File: src/rtl/player_sprite_drawer.sv
// Redraws the player sprite into the frame buffer on each frame tick: erases the
// previously drawn rectangle, draws the new one, then pulses done.
module player_sprite_drawer #(
    parameter int SCREEN_WIDTH  = 640,
    parameter int SCREEN_HEIGHT = 480,
    parameter int PLAYER_WIDTH  = 32,
    parameter int PLAYER_HEIGHT = 32
) (
    input  logic       CLOCK_50,
    input  logic       global_reset_n,
    input  logic [9:0] in_x,
    input  logic [8:0] in_y,
    input  logic       start,
    input  logic       fb_ready,
    output logic       fb_write,
    output logic [9:0] fb_x,
    output logic [8:0] fb_y,
    output logic       fb_color,
    output logic       busy,
    output logic       done
);
    localparam int CW = (PLAYER_WIDTH  > 2) ? $clog2(PLAYER_WIDTH)  : 1;
    localparam int RW = (PLAYER_HEIGHT > 2) ? $clog2(PLAYER_HEIGHT) : 1;
    localparam logic signed [10:0] HALF_W = 11'(PLAYER_WIDTH / 2);
    localparam logic signed [10:0] HALF_H = 11'(PLAYER_HEIGHT / 2);
    localparam logic signed [10:0] SW_S   = 11'(SCREEN_WIDTH);
    localparam logic signed [10:0] SH_S   = 11'(SCREEN_HEIGHT);
    localparam logic [CW-1:0] LAST_COL = CW'(PLAYER_WIDTH - 1);
    localparam logic [RW-1:0] LAST_ROW = RW'(PLAYER_HEIGHT - 1);

    typedef enum logic [1:0] {IDLE, ERASE, DRAW, FINISH} state_t;

    state_t            state;
    logic [9:0]        new_x, drawn_x;
    logic [8:0]        new_y, drawn_y;
    logic              drawn_valid;
    logic [CW-1:0]     col_cnt;
    logic [RW-1:0]     row_cnt;
    logic              all_issued;

    logic [9:0]        rect_x;
    logic [8:0]        rect_y;
    logic signed [10:0] px, py;
    logic              in_bounds;
    logic              slot_free;

    // Erase works on the old rectangle, draw on the new one.
    always_comb begin
        rect_x    = (state == ERASE) ? drawn_x : new_x;
        rect_y    = (state == ERASE) ? drawn_y : new_y;
        px        = $signed({1'b0, rect_x}) - HALF_W + $signed(11'(col_cnt));
        py        = $signed({2'b00, rect_y}) - HALF_H + $signed(11'(row_cnt));
        in_bounds = (px >= 0) && (px < SW_S) && (py >= 0) && (py < SH_S);
        slot_free = !(fb_write && !fb_ready);
    end

    always_ff @(posedge CLOCK_50 or negedge global_reset_n) begin
        if (!global_reset_n) begin
            state       <= IDLE;
            fb_write    <= 1'b0;
            fb_x        <= '0;
            fb_y        <= '0;
            fb_color    <= 1'b0;
            busy        <= 1'b0;
            done        <= 1'b0;
            new_x       <= '0;
            new_y       <= '0;
            drawn_x     <= '0;
            drawn_y     <= '0;
            drawn_valid <= 1'b0;
            col_cnt     <= '0;
            row_cnt     <= '0;
            all_issued  <= 1'b0;
        end else begin
            case (state)
                IDLE: begin
                    fb_write <= 1'b0;
                    done     <= 1'b0;
                    busy     <= start;
                    if (start) begin
                        new_x      <= in_x;
                        new_y      <= in_y;
                        col_cnt    <= '0;
                        row_cnt    <= '0;
                        all_issued <= 1'b0;
                        if (drawn_valid && in_x == drawn_x && in_y == drawn_y)
                            state <= FINISH;
                        else if (drawn_valid)
                            state <= ERASE;
                        else
                            state <= DRAW;
                    end
                end
                ERASE, DRAW: begin
                    if (slot_free) begin
                        if (!all_issued) begin
                            // Off-screen pixels still take a cycle but present no write.
                            fb_write <= in_bounds;
                            fb_x     <= px[9:0];
                            fb_y     <= py[8:0];
                            fb_color <= (state == DRAW);
                            if (col_cnt == LAST_COL) begin
                                col_cnt <= '0;
                                if (row_cnt == LAST_ROW) begin
                                    row_cnt    <= '0;
                                    all_issued <= 1'b1;
                                end else begin
                                    row_cnt <= row_cnt + 1'b1;
                                end
                            end else begin
                                col_cnt <= col_cnt + 1'b1;
                            end
                        end else begin
                            fb_write   <= 1'b0;
                            all_issued <= 1'b0;
                            if (state == ERASE) begin
                                state <= DRAW;
                            end else begin
                                drawn_x     <= new_x;
                                drawn_y     <= new_y;
                                drawn_valid <= 1'b1;
                                state       <= FINISH;
                            end
                        end
                    end
                end
                FINISH: begin
                    fb_write <= 1'b0;
                    done     <= 1'b1;
                    state    <= IDLE;
                end
                default: state <= IDLE;
            endcase
        end
    end
endmodule
File: config.mk
export PLATFORM = sky130hd
export DESIGN_NAME = player_sprite_drawer
export DESIGN_NICKNAME = d
export VERILOG_FILES = /design/src/rtl/player_sprite_drawer.sv
export SDC_FILE = /design/constraint.sdc
export NUM_CORES = 1
export LEC_CHECK = 0
export BUFFER_PORTS_ARGS = -buffer_cell sky130_fd_sc_hd__buf_2
export CAP_MARGIN = 30
export CORE_MARGIN = 2
export CORE_UTILIZATION = 45
export DETAILED_ROUTE_END_ITERATION = 10
export PLACE_DENSITY = 0.67
export SLEW_MARGIN = 20
export SYNTH_ARGS = -nofsm -noshare
export SYNTH_HDL_FRONTEND = slang
export SYNTH_SLANG_ARGS = --single-unit
File: constraint.sdc
create_clock -name CLOCK_50 -period 4.6 [get_ports CLOCK_50]
set_clock_uncertainty 0.1 [all_clocks]
set_input_delay 0.46 -clock CLOCK_50 [delete_from_list [all_inputs] [get_ports CLOCK_50]]
set_output_delay 0.46 -clock CLOCK_50 [all_outputs]
set_load 0.1 [all_outputs]
==> metrics.md, run 1 <==
| Metric | Value |
|---|---|
| Clock Latency Late Sink | 0.34 ns |
| Port Buffers | 45 |
| Vias in the first global route | 3206 |
| CP Class | reg -> reg |
| Status | completed |
| Synth area leaders | dfrtp_1 (43%), mux2_2 (12%), ha_1 (7.7%) |
| Routed WL | 9.34 mm |
| Sequential power share | 57.5% |
| P&R area growth vs syn | 12.6% |
| Syn Inst Count | 410 |
| First-pass GRT wire length | 15.6 mm |
| Gpl congestion | 0.849 |
| Final slew viol count | 0 |
| Ys async rst share | 100% |
| Vias | 3213 |
| Residual DRC | 0 |
| PostCTS Resize Cnt | 0 |
| Total CTS buffers | 9 |
| Internal | 883 µW |
| Period minus WS final | 3.80 ns |
| Clock Sinks | 75 |
| Overall routing resource usage | 19.3% |
| EDFF count, synth | 0 |
| Final worst slack | 0.804 ns |
| DP Worst Slack | 0.835 ns |
| Clock transition at path regs | 0.08 ns |
| Combinational share of power | 3.5% |
| Core region area | 0.00933 mm² |
| Clock power share | 38.9% |
| Number of max-cap violations | 0 |
| Switching pwr | 262 µW |
| CP Launch Type | flip-flop |
| Post-synth top flop | dfrtp_1 |
| Slew @ Worst Pin | 0.903 ns |
| Pin count of the biggest net entering global routing | 76 |
| CTS max path bufs | 2 |
| Wire length per cell | 15.8 µm |
| Syn Area/Cell | 10.7 µm² |
| Synthesized net count | 462 |
| Dominant cell by count in the synthesized netlist | dfrtp_1 |
| Initial antenna violation count | 0 |
| Grt ovf | 0 |
| Htree depth | 3 |
| Worst Setup End Kind | flip-flop |
| Final hold violations | 0 |
| DIE AREA | 0.0105 mm² |
| Initial DRT Pass Iterations | 4 |
| Initial Util | 46.8% |
| Leakage Power | 2.37 nW |
| I/O Pins | 46 |
| Cell taking the most area after synthesis | dfrtp_1 |
| Placed wire-length estimate | 6.93 mm |
| HP Class | in -> reg |
| PwrDens | 233 mW/mm² |
| Final setup TNS | 0 ns |
| RSZ-0062 raised after global routing | no |
| Root Driver | clkbuf_8 |
| Final nets | 511 |
| DRT iter0 DRCs | 100 |
| Switching Fraction | 22.9% |
| Top post-synthesis cells by count | dfrtp_1 (75), mux2_2 (46), nand2_1 (44) |
| Worst path arrival time | 3.94 ns |
| Cell Rows | 35 |
| Yosys reg bits | 75 |
| Via density | 5.43 |
| Layout cell share with drive strength beyond 1 | 25.1% |
| Yosys warning count | 0 |
| R2R Setup Slk | 0.80 ns |
| Mapped Area | 0.00437 mm² |
| Final ANT Viol Nets | 0 |
| Die Y | 103 µm |
| Die width | 103 µm |
| Netlist cell types | 49 |
| Min Hold Slack | 0.275 ns |
| CP max FO | 19 |
| Worst vdd ir | 155 µV |
| Seq/Total Area, Yosys | 43.0% |
| Antenna diode count | 0 |
| Final setup fails | 0 |
| Required @ worst endpoint | 4.74 ns |
| Postcts setup bufs | 0 |
| Tcrit/Tclk final | 82.5% |
| CTS tree | done |
| Synth top area share | 43.0% |
| Max_slew headroom | 39.7% |
| F_max | 263 MHz |
layout by cell type (no fill, tap or decap), types with 2 or more instances in the layout:
| master | instances |
|---|---|
| nor2_1 | 10 |
| o21ai_0 | 37 |
| a22o_1 | 2 |
| and3_1 | 8 |
| or3_1 | 2 |
| nor2b_1 | 5 |
| inv_1 | 14 |
| a21o_1 | 7 |
| and2_1 | 3 |
| mux2_2 | 46 |
| a31oi_1 | 2 |
| nand3_1 | 8 |
| ha_1 | 27 |
| a211oi_1 | 2 |
| xnor2_1 | 29 |
| clkbuf_1 | 3 |
| mux2i_1 | 11 |
| nor3_1 | 5 |
| nand4_1 | 6 |
| o31ai_1 | 4 |
| clkbuf_8 | 10 |
| a21oi_1 | 11 |
| buf_4 | 4 |
| o22ai_1 | 3 |
| nor4_1 | 2 |
| or2_2 | 3 |
| dfrtp_1 | 75 |
| fa_1 | 2 |
| nand2b_1 | 7 |
| xor2_1 | 6 |
| nand2_1 | 44 |
| buf_2 | 44 |
cell type report:
cell class | count | area (µm²)
clock buffers | 13 | 149
clock inverters | 2 | 12.5
fillers | 877 | 4410
inverters | 14 | 52.6
multi-input cells | 309 | 2380
flip-flops and latches | 75 | 1880
well taps | 129 | 161
repair buffers | 50 | 288
power by group through the flow:
stage | combinational [mW] | clock [mW] | sequential [mW]
final | 0.0405 | 0.446 | 0.659
after global routing | 0.0463 | 0.486 | 0.659
after CTS | 0.0382 | 0.457 | 0.659
after detailed placement | 0.0379 | 0 | 0.672
after global placement | 0.0377 | 0 | 0.672
after floorplan | 0.00834 | 0 | 0.672
state kept, by name, summed over array words and instances, names as in the netlist, 2 cells and up:
name	flops
col_cnt	5
drawn_x	10
drawn_y	9
fb_x	10
fb_y	9
new_x	10
new_y	9
row_cnt	5
state	2
per-stage QoR:
step | utilization (%) | power (mW) | area (µm²) | instances
floorplan | - | 0.680 | 4370 | 410
global placement | 50.6 | 0.709 | 4720 | 575
detailed placement | 50.6 | 0.710 | 4720 | 575
CTS | 52.3 | 1.15 | 4880 | 590
global route | 52.7 | 1.19 | 4920 | 592
finish | 52.7 | 1.15 | 4920 | 592
timing repair:
item / in CTS / in global routing
endpoints found under the setup margin: 0 / 0
endpoints found under the hold margin: 0 / 28
hold buffers: 0 / 1
per-layer routing:
metal | up-vias | GRT usage (%) | wire, µm
li1 | 1553 | - | -
met3 | 14 | 4.61 | 369
met4 | 0 | 6.05 | 202
met2 | 68 | 31.8 | 4360
met5 | - | 0 | 0
met1 | 1578 | 25.3 | 4400
critical path, cell delays in order (launching register included):
cell,delay [ns]
dfrtp_1,0.41
inv_1,0.11
ha_1,0.41
buf_4,0.36
mux2_2,0.39
ha_1,0.21
fa_1,0.39
and3_1,0.22
o31ai_1,0.34
nand2_1,0.15
o21a_1,0.19
nor3_1,0.13
o21ai_0,0.11
and3_1,0.15
final timing paths:
check,endpoint,cells after the start,startpoint
max in group asynchronous,drawn_x[0]$_DFFE_PN0P_,3,global_reset_n
min in group asynchronous,drawn_y[7]$_DFFE_PN0P_,2,global_reset_n
min,new_y[3]$_DFFE_PN0P_,2,in_y[3]
min reg2reg,fb_y[4]$_DFFE_PN0P_,2,fb_y[4]$_DFFE_PN0P_
max reg2reg,fb_write$_DFFE_PN0N_,13,state[1]$_DFFE_PN0P_
max,fb_write$_DFFE_PN0N_,13,state[1]$_DFFE_PN0P_
kinds of logic (layout without fill, tap and decap cells):
family / Yosys count / count (layout) / share of synthesized area (%)
multiplexers: 58 / 58 / 14.9
AO/OA/AOI/OAI: 79 / 79 / 11.0
flip-flops: 75 / 75 / 43.0
XOR/XNOR: 36 / 36 / 7.39
adder cells (fa/ha/maj): 29 / 29 / 8.65
AND/OR/NAND/NOR: 107 / 107 / 12.5
buffers and inverters: 26 / 79 / 2.61
Power figures use the tool's default switching activity.
==> run 2, diff against run 1 <==
Settings changed: ABC_AREA set to 1.
Clock period 4.6 ns to 3.65 ns, I/O delays scaled along.
==> metrics.md, run 2 <==
| Metric | Value |
|---|---|
| DRT iter0 DRCs | 156 |
| Core region area | 0.00977 mm² |
| Dominant cell by count in the synthesized netlist | nand2_1 |
| Residual DRC | 0 |
| CP max FO | 9 |
| Final ANT Viol Nets | 0 |
| Most frequent cells in the layout | nand2_1 (172), dfrtp_1 (75), inv_1 (67), o21ai_0 (57), buf_2 (44) |
| Vias in the first global route | 3731 |
| Biggest regs | drawn_x: 10 flops, fb_x: 10 flops, new_x: 10 flops |
| CTS max path bufs | 2 |
| Gpl congestion | 0.957 |
| Postcts setup bufs | 0 |
| Min Hold Slack | 0.169 ns |
| Initial DRT Pass Iterations | 4 |
| Port Buffers | 45 |
| Vias | 3852 |
| Root Driver | clkbuf_8 |
| Post-synth top flop | dfrtp_1 |
| Slew @ Worst Pin | 0.623 ns |
| Grt ovf | 0 |
| Worst Setup End Kind | flip-flop |
| Seq/Total Area, Yosys | 41.5% |
| Total CTS buffers | 9 |
| Synthesized net count | 628 |
| Crit-path most repeated cell | nand2_1 |
| Cell Rows | 36 |
| Final nets | 680 |
| P&R area growth vs syn | 13.4% |
| Initial antenna violation count | 0 |
| Clock Sinks | 75 |
| Period minus WS final | 3.18 ns |
| Placed cell areas | 0.00491 mm² |
| Synth top area share | 41.5% |
| Antenna diode count | 0 |
| Routed WL | 10.3 mm |
| Max_slew headroom | 58.4% |
| Required @ worst endpoint | 3.79 ns |
| Placed wire-length estimate | 7.98 mm |
| Final slew viol count | 0 |
| First-pass GRT wire length | 17.7 mm |
| Wire length per cell | 13.5 µm |
| PostCTS Resize Cnt | 0 |
| Final setup fails | 0 |
| Syn Inst Count | 576 |
| Via density | 5.04 |
| HP Class | in -> reg |
| Status | completed |
| Yosys warning count | 0 |
| Yosys reg bits | 75 |
| Die Y | 104 µm |
| Clock transition at path regs | 0.08 ns |
| CP Launch Type | flip-flop |
| Clock Latency Late Sink | 0.35 ns |
| Syn Area/Cell | 7.85 µm² |
| Die width | 104 µm |
| Tcrit/Tclk final | 87.3% |
| Top post-synthesis cells by count | nand2_1 (172), dfrtp_1 (75), inv_1 (67) |
| DIE AREA | 0.0109 mm² |
| Commonest non-fill, non-tap cell in the layout | nand2_1 |
| Netlist cell types | 39 |
| Htree depth | 3 |
| Critical Path, Cell by Cell | inv_1 -> ha_1 -> inv_2 -> o21ai_0 -> ha_1 -> ha_1 -> fa_1 -> nand2_1 -> nand3_1 -> nand3_1 -> nand2_1 -> nand2_1 -> nand2_1 -> nand2_1 -> nand2_1 -> nand3_1 -> nor2_1 -> nand2_1 -> nand2_1 |
| Pin count of the biggest net entering global routing | 76 |
| CP Class | reg -> reg |
| F_max | 314 MHz |
| Final hold violations | 0 |
| Final Instance Area | 0.00513 mm² |
| Worst path arrival time | 3.32 ns |
| CTS Hold Bufs | 0 |
| Final setup TNS | 0 ns |
| Initial Util | 46.3% |
| Ys async rst share | 100% |
| I/O Pins | 46 |
| Slowest cell on crit path | fa_1 |
| Overall routing resource usage | 20.0% |
| EDFF count, synth | 0 |
| Largest stage delay, worst path | 0.44 ns |
| Number of max-cap violations | 0 |
| CTS tree | done |
| Cell taking the most area after synthesis | dfrtp_1 |
| Synth area leaders | dfrtp_1 (41%), nand2_1 (14%), ha_1 (7.5%) |
| RSZ-0062 raised after global routing | no |
| Layout cell share with drive strength beyond 1 | 16.5% |
| Mapped Area | 0.00452 mm² |
[run 2: changes by cell type after synthesis, moves of 8 or more]
cell	previous run	this run
nand2_1	44	172
xnor2_1	29	9
mux2_2	46	11
nand3_1	8	25
inv_1	14	67
and3_1	8	0
mux2i_1	11	1
o21ai_0	37	57
nor2_1	10	38
[run 2: path summary, 6_finish.rpt]
check / start / end / slack (ns) / cells past startpoint
setup reg to reg: state[1]$_DFFE_PN0P_ / fb_write$_DFFE_PN0N_ / 0.47 / 19
min in group asynchronous: global_reset_n / fb_y[4]$_DFFE_PN0P_ / 0.36 / 2
hold reg to reg: busy$_DFFE_PN0P_ / busy$_DFFE_PN0P_ / 0.38 / 2
max in group asynchronous: global_reset_n / drawn_x[3]$_DFFE_PN0P_ / 2.52 / 3
setup / recovery: state[1]$_DFFE_PN0P_ / fb_write$_DFFE_PN0N_ / 0.47 / 19
hold / removal: in_x[7] / new_x[7]$_DFFE_PN0P_ / 0.17 / 2
[run 2: layer usage]
metal  up-vias  part of all wire (%)  global-route usage [%]
li1       1942                     -                       -
met1      1814                    47                    27.5
met2        85                    48                    32.2
met3        11                   4.2                    3.01
met4         0                   1.5                    6.85
met5         -                     0                       0
[run 2: layout make-up]
type	count	area (µm²)
clock buffers	9	124
clock inverters	5	56.3
fillers	949	4640
inverters	70	263
multi-input cells	418	2320
flip-flops and latches	75	1880
well taps	133	166
repair buffers	54	325
[run 2: metrics by stage]
step,utilization (%),setup slack [ns],cells
floorplan,-,0.518,576
global placement,50.1,0.660,747
detailed placement,50.3,0.520,748
CTS,52.1,0.498,762
global route,52.5,0.228,764
finish,52.5,0.465,764
[run 2: cells by family (layout without fill, tap and decap cells)]
kind of cell | after synthesis | in the layout | share of synthesized area [%]
buffers and inverters | 83 | 138 | 7.25
AND/OR/NAND/NOR | 265 | 265 | 24.7
flip-flops | 75 | 75 | 41.5
XOR/XNOR | 23 | 23 | 4.62
AO/OA/AOI/OAI | 89 | 89 | 10.6
adder cells (fa/ha/maj) | 29 | 29 | 8.35
multiplexers | 12 | 12 | 2.96
[run 2: critical path, delay by kind of cell, from the launching register on]
family | cells | cell delay, ns
AO/OA/AOI/OAI | 1 | 0.29
flip-flops | 1 | 0.42
AND/OR/NAND/NOR | 12 | 0.90
buffers and inverters | 2 | 0.19
adder cells (fa/ha/maj) | 4 | 1.21
Power of run 2 is left out: the tool's default activity adds up to more than one toggle a clock period on the data nets, which glitch-free logic cannot reach.
